<file path="src/rtl/note_pkg.sv">
// note_pkg: key frequency table, period helper and FSM states shared by the tone player and decoder.
package note_pkg;
  localparam int NUM_KEYS = 14;
  localparam int FREQS [NUM_KEYS] = '{494, 440, 392, 349, 329, 294, 262, 247, 220, 196, 175, 165, 147, 131};
  typedef enum logic [1:0] {IDLE, MEAS, LOCKED} state_e;
  function automatic int period_of(input int clk_hz, input int f);
    return clk_hz / f;
  endfunction
endpackage

</file>
<file path="src/rtl/pwm_period_meter.sv">
// pwm_period_meter: synchronizes the tone pin, detects rising edges and counts the cycles between them.
// NOTE_DEC_GLITCH_FILTER_EN adds a 4-cycle stability filter after the synchronizer.
module pwm_period_meter #(
  parameter int CNT_W = 20
) (
  input  logic             clk,
  input  logic             rst,
  input  logic             pwm_i,
  output logic             edge_o,
  output logic [CNT_W-1:0] period_o,
  output logic             timeout_o
);
  localparam logic [CNT_W-1:0] CNT_MAX = '1;
  logic [1:0] sync_q;
  logic lvl, lvl_q, edge_q;
  logic [CNT_W-1:0] cnt_q;
  always_ff @(posedge clk) sync_q <= rst ? 2'b00 : {sync_q[0], pwm_i};
`ifdef NOTE_DEC_GLITCH_FILTER_EN
  logic filt_q;
  logic [1:0] stab_q;
  always_ff @(posedge clk)
    if (rst) begin
      filt_q <= 1'b0;
      stab_q <= 2'd0;
    end else if (sync_q[1] == filt_q) stab_q <= 2'd0;
    else if (stab_q == 2'd3) begin
      filt_q <= sync_q[1];
      stab_q <= 2'd0;
    end else stab_q <= stab_q + 2'd1;
  assign lvl = filt_q;
`else
  assign lvl = sync_q[1];
`endif
  // cnt_q holds the cycle distance since the last edge pulse, so it is the period when edge_q fires
  always_ff @(posedge clk)
    if (rst) begin
      lvl_q  <= 1'b0;
      edge_q <= 1'b0;
      cnt_q  <= '0;
    end else begin
      lvl_q  <= lvl;
      edge_q <= lvl & ~lvl_q;
      cnt_q  <= edge_q ? CNT_W'(1) : (cnt_q == CNT_MAX ? cnt_q : cnt_q + 1'b1);
    end
  assign edge_o    = edge_q;
  assign period_o  = cnt_q;
  assign timeout_o = cnt_q == CNT_MAX;
endmodule

</file>
<file path="src/rtl/pwm_note_decoder.sv">
// pwm_note_decoder: decodes the period of an incoming tone into a one-hot 14-key vector.
module pwm_note_decoder import note_pkg::*; #(
  parameter int CLK_HZ = 100_000_000,
  parameter int CNT_W  = 20,
  parameter int LOCK_N = 3
) (
  input  logic                clk,
  input  logic                reset,
  input  logic                pwm_in,
  output logic [NUM_KEYS-1:0] keys,
  output logic                key_valid,
  output logic [3:0]          key_idx,
  output logic                new_key
);
  localparam int RUN_W = $clog2(LOCK_N + 1);
  logic edge_w, timeout_w;
  logic [CNT_W-1:0] period_w;
  logic [31:0] per;
  logic [NUM_KEYS-1:0] in_win;
  logic hit;
  logic [3:0] hit_idx;
  state_e state_q, state_d;
  logic [3:0] cand_q, cand_d, idx_q, idx_d;
  logic [RUN_W-1:0] run_q, run_d;
  logic [NUM_KEYS-1:0] keys_q, keys_d;
  logic valid_q, valid_d, new_q, new_d;
  pwm_period_meter #(.CNT_W(CNT_W)) u_meter (
    .clk      (clk),
    .rst      (reset),
    .pwm_i    (pwm_in),
    .edge_o   (edge_w),
    .period_o (period_w),
    .timeout_o(timeout_w)
  );
  assign per = 32'(period_w);
  for (genvar k = 0; k < NUM_KEYS; k++) begin : g_win
    localparam int PK = period_of(CLK_HZ, FREQS[k]);
    assign in_win[k] = per >= 32'(PK - (PK >> 6)) && per <= 32'(PK + (PK >> 6));
  end
  always_comb begin
    hit = 1'b0;
    hit_idx = 4'd0;
    for (int i = NUM_KEYS - 1; i >= 0; i--)
      if (in_win[i]) begin
        hit = 1'b1;
        hit_idx = 4'(i);
      end
  end
  // an edge outranks a same-cycle timeout; a saturated period simply fails every window
  always_comb begin
    state_d = state_q;
    cand_d  = cand_q;
    run_d   = run_q;
    keys_d  = keys_q;
    idx_d   = idx_q;
    valid_d = valid_q;
    new_d   = 1'b0;
    if (edge_w) begin
      if (state_q == IDLE) state_d = MEAS;
      else if (!(state_q == LOCKED && hit && hit_idx == cand_q)) begin
        cand_d  = hit ? hit_idx : cand_q;
        run_d   = !hit ? '0 : (hit_idx == cand_q ? run_q + 1'b1 : RUN_W'(1));
        keys_d  = '0;
        idx_d   = 4'd0;
        valid_d = 1'b0;
        state_d = MEAS;
        if (run_d == RUN_W'(LOCK_N)) begin
          keys_d  = NUM_KEYS'(1) << cand_d;
          idx_d   = cand_d;
          valid_d = 1'b1;
          new_d   = 1'b1;
          state_d = LOCKED;
        end
      end
    end else if (timeout_w) begin
      state_d = IDLE;
      run_d   = '0;
      keys_d  = '0;
      idx_d   = 4'd0;
      valid_d = 1'b0;
    end
  end
  always_ff @(posedge clk)
    if (reset) begin
      state_q <= IDLE;
      cand_q  <= 4'd0;
      run_q   <= '0;
      keys_q  <= '0;
      idx_q   <= 4'd0;
      valid_q <= 1'b0;
      new_q   <= 1'b0;
    end else begin
      state_q <= state_d;
      cand_q  <= cand_d;
      run_q   <= run_d;
      keys_q  <= keys_d;
      idx_q   <= idx_d;
      valid_q <= valid_d;
      new_q   <= new_d;
    end
  assign keys      = keys_q;
  assign key_valid = valid_q;
  assign key_idx   = idx_q;
  assign new_key   = new_q;
endmodule

</file>
<file path="config.mk">
export PLATFORM = sky130hd
export DESIGN_NAME = pwm_note_decoder
export DESIGN_NICKNAME = d
export VERILOG_FILES = /design/src/rtl/note_pkg.sv /design/src/rtl/pwm_period_meter.sv /design/src/rtl/pwm_note_decoder.sv
export SDC_FILE = /design/constraint.sdc
export NUM_CORES = 1
export LEC_CHECK = 0
export CAP_MARGIN = 20
export CORE_UTILIZATION = 50
export DETAILED_ROUTE_END_ITERATION = 10
export PLACE_DENSITY_LB_ADDON = 0.15
export SYNTH_ARGS = -nofsm -noshare
export SYNTH_HDL_FRONTEND = slang
export SYNTH_HIERARCHICAL = 1
export SYNTH_SLANG_ARGS = --single-unit
</file>
<file path="constraint.sdc">
create_clock -name clk -period 4 [get_ports clk]
set_input_delay 0.8 -clock clk [delete_from_list [all_inputs] [get_ports clk]]
set_output_delay 0.8 -clock clk [all_outputs]
set_load 0.02 [all_outputs]
</file>
==> results.sh <==
export IMPL_synth_top_area_share=0.241
export IMPL_dr_pass1_iters=8
export IMPL_p_total_w=0.000904
export IMPL_synth_warnings=6
export IMPL_post_drt_wl_per_cell_um=22.1
export IMPL_die_x_um=94.9
export IMPL_max_freq_ghz=0.267
export IMPL_relSlewSlack=0.512
export IMPL_finalHoldViolations=0
export IMPL_post_synth_top_count_cell="dfxtp_1"
export IMPL_vias_per_cell=7.07
export IMPL_synth_seq_cells=52
export IMPL_ys_seq_area_frac=0.241
export IMPL_fillers=749
export IMPL_synth_area_leader_cell="dfxtp_1"
export IMPL_clkLatencyLatePin_ns=0.31
export IMPL_vdd_drop_max_mv=0.190
export IMPL_status="completed"
export IMPL_tritoncts="built"
export IMPL_dieArea_um2=9010
export IMPL_ys_top_cells_by_count="dfxtp_1, nand2_1, nor2_1, o21ai_0, a21oi_1"
export IMPL_syn_area_um2=4320
export IMPL_cellPowerDensity_nw_per_um2=176
export IMPL_antenna_left=0
export IMPL_syn2layout_area_growth_pct=19.1
export IMPL_dpl_hpwl_mm=11.8
export IMPL_grt_max_degree=21
export IMPL_cts_buffers=5
export IMPL_h_tree_depth=2
export IMPL_cts_sinks=52
export IMPL_synth_edf_count=0
export IMPL_slew_viol_final=0
export IMPL_fin_nets=613
export IMPL_die_y_um=94.9
export IMPL_p_leak_nw=1.83
export IMPL_clk_path_buf_depth=2
export IMPL_worstPathArrival_ns=3.92
export IMPL_drc=0
export IMPL_cp_max_fo=20
export IMPL_ys_types=93
export IMPL_synthCells=552
export IMPL_grt_overflow=0
export IMPL_grt_pass1_wl_mm=25.5
export IMPL_worstPathRequired_ns=4.18
export IMPL_rsz0062_at_grt="no"
export IMPL_finalClockSkew_ns=0.0124
export IMPL_maxCapViolCount=0
export IMPL_numPortBuffers=22
export IMPL_period_share=0.935
export IMPL_grt_total_usage=0.367
export IMPL_path_class="reg -> reg"
export IMPL_drtIter0Drc=748
export IMPL_start_util=0.520
export IMPL_worst_slew_pin_slew_ns=0.732
export IMPL_syn_nets=556
export IMPL_worstSetupStartpointType="flop"
export IMPL_drive_gt1_frac=0.203
export IMPL_synth_async_sr_flop_share=0
export IMPL_via_count=5056
export IMPL_antenna_cells=0
export IMPL_clk_pin_slew_worst_paths_ns=0.10
export IMPL_tns_ns=0
export IMPL_worst_setup_path_end_kind="flop"
export IMPL_wl_mm=15.8
export IMPL_first_global_vias=4714
export IMPL_row_count=33
export IMPL_setup_viol=0
export IMPL_synth_area_leaders="dfxtp_1, o21ai_0, nand2_1"
export IMPL_ys_flop_type="dfxtp_1"
export IMPL_root_buffer="clkbuf_8"
export IMPL_antenna_found_initial=0
export IMPL_pin_count=23
export IMPL_gp_congestion=1.00
export IMPL_syn_avg_cell_area_um2=7.82
export IMPL_holdCritPathClass="reg -> reg"
export IMPL_core_area_um2=8300
export IMPL_min_period_ns=3.74
[stage by stage]
stage	cell area (um2)	std cells	hold WS [ns]	util	setup slack, ns
2_1_floorplan	4320	552	0.367	-	0.568
3_3_place_gp	5030	707	0.369	0.606	0.282
3_5_place_dp	5030	707	0.396	0.606	0.251
4_1_cts	5120	715	0.411	0.617	0.214
5_1_grt	5140	715	0.416	0.620	0.0489
6_report	5140	715	0.403	0.620	0.261
[worst paths after layout]
path / startpoint / to / slack (ns) / cells after the start
max: u_meter/period_o[9] / state_q[0] / 0.26 / 11
min: u_meter/lvl_q / u_meter/edge_o / 0.40 / 1
max reg2reg: u_meter/period_o[9] / state_q[0] / 0.26 / 11
min reg2reg: u_meter/lvl_q / u_meter/edge_o / 0.40 / 1
[power breakdown]
| group | switching, W | total (W) | leakage [nW] | internal, W |
|---|---|---|---|---|
| combinational | 0.0000329 | 0.0000543 | 1.37 | 0.0000214 |
| sequential | 0.0000120 | 0.000534 | 0.421 | 0.000522 |
| clock | 0.000189 | 0.000316 | 0.0423 | 0.000128 |
| total | 0.000234 | 0.000904 | 1.83 | 0.000671 |
[layout by cell type, fill, tap and decap left out, types with 13 or more instances in the layout]
cell type        netlist  routed
dfxtp_1               52      50
a21oi_1               30      30
nor2_1                34      34
nand2_1               41      41
buf_4                  2      69
o21ai_0               32      32
o31ai_1               13      13
clkdlybuf4s50_1        0      22
nor3_1                15      15
nor2b_1               15      14
nand3_1               19      19
or3_1                 14      14
[cells by family after synthesis]
group / count (synthesis) / share of synthesized area
AOI/OAI and AO/OA: 189 / 0.329
xor gates and xnor gates: 4 / 0.00985
DFF: 52 / 0.241
adders and majority gates: 1 / 0.00290
and+or+nand+nor: 244 / 0.341
buffers and inverters: 56 / 0.0611
muxes: 6 / 0.0151
[repair_timing]
action | 4_1_cts | 5_1_grt
endpoints found under the setup margin | 0 | 27
gates resized for setup | 0 | 5
setup buffers | 0 | 0
hold buffers | 0 | 0
[layer usage]
layer	GRT usage	share of wire
met1	0.500	0.41
met2	0.547	0.42
met3	0.0837	0.11
met4	0.164	0.056
met5	0	0
[cell type report]
| cell class | count | area [um2] | area share |
|---|---|---|---|
| inverters | 12 | 45.0 | 0.00876 |
| repair buffers | 94 | 798 | 0.155 |
| multi-input cells | 444 | 3030 | 0.589 |
| clock inverters | 3 | 26.3 | 0.00511 |
| flip-flops and latches | 52 | 1040 | 0.203 |
| clock buffers | 5 | 68.8 | 0.0134 |
| well taps | 105 | 131 | 0.0255 |
[state kept, by name, summed over array words and instances (netlist names)]
| register | cells |
|---|---|
| run_q | 2 |
| u_meter/lvl_q | 1 |
| cand_q | 4 |
| state_q | 2 |
| u_meter/period_o | 20 |
| new_key | 1 |
| keys | 14 |
| u_meter/sync_q | 2 |
| key_idx | 4 |
| key_valid | 1 |
| u_meter/edge_o | 1 |
[worst max-delay path: stages (launching register included)]
cell and delay (ns):
dfxtp_1 0.56, or4b_4 0.66, or4_4 0.49, o221ai_2 0.16, a22o_4 0.15, o21ai_2 0.05, or3_4 0.40, xor2_2 0.18
buf_4 0.16, or4_4 0.52, nor3_1 0.21, a311oi_1 0.08
Note: power is estimated with default switching activity, not from simulation.
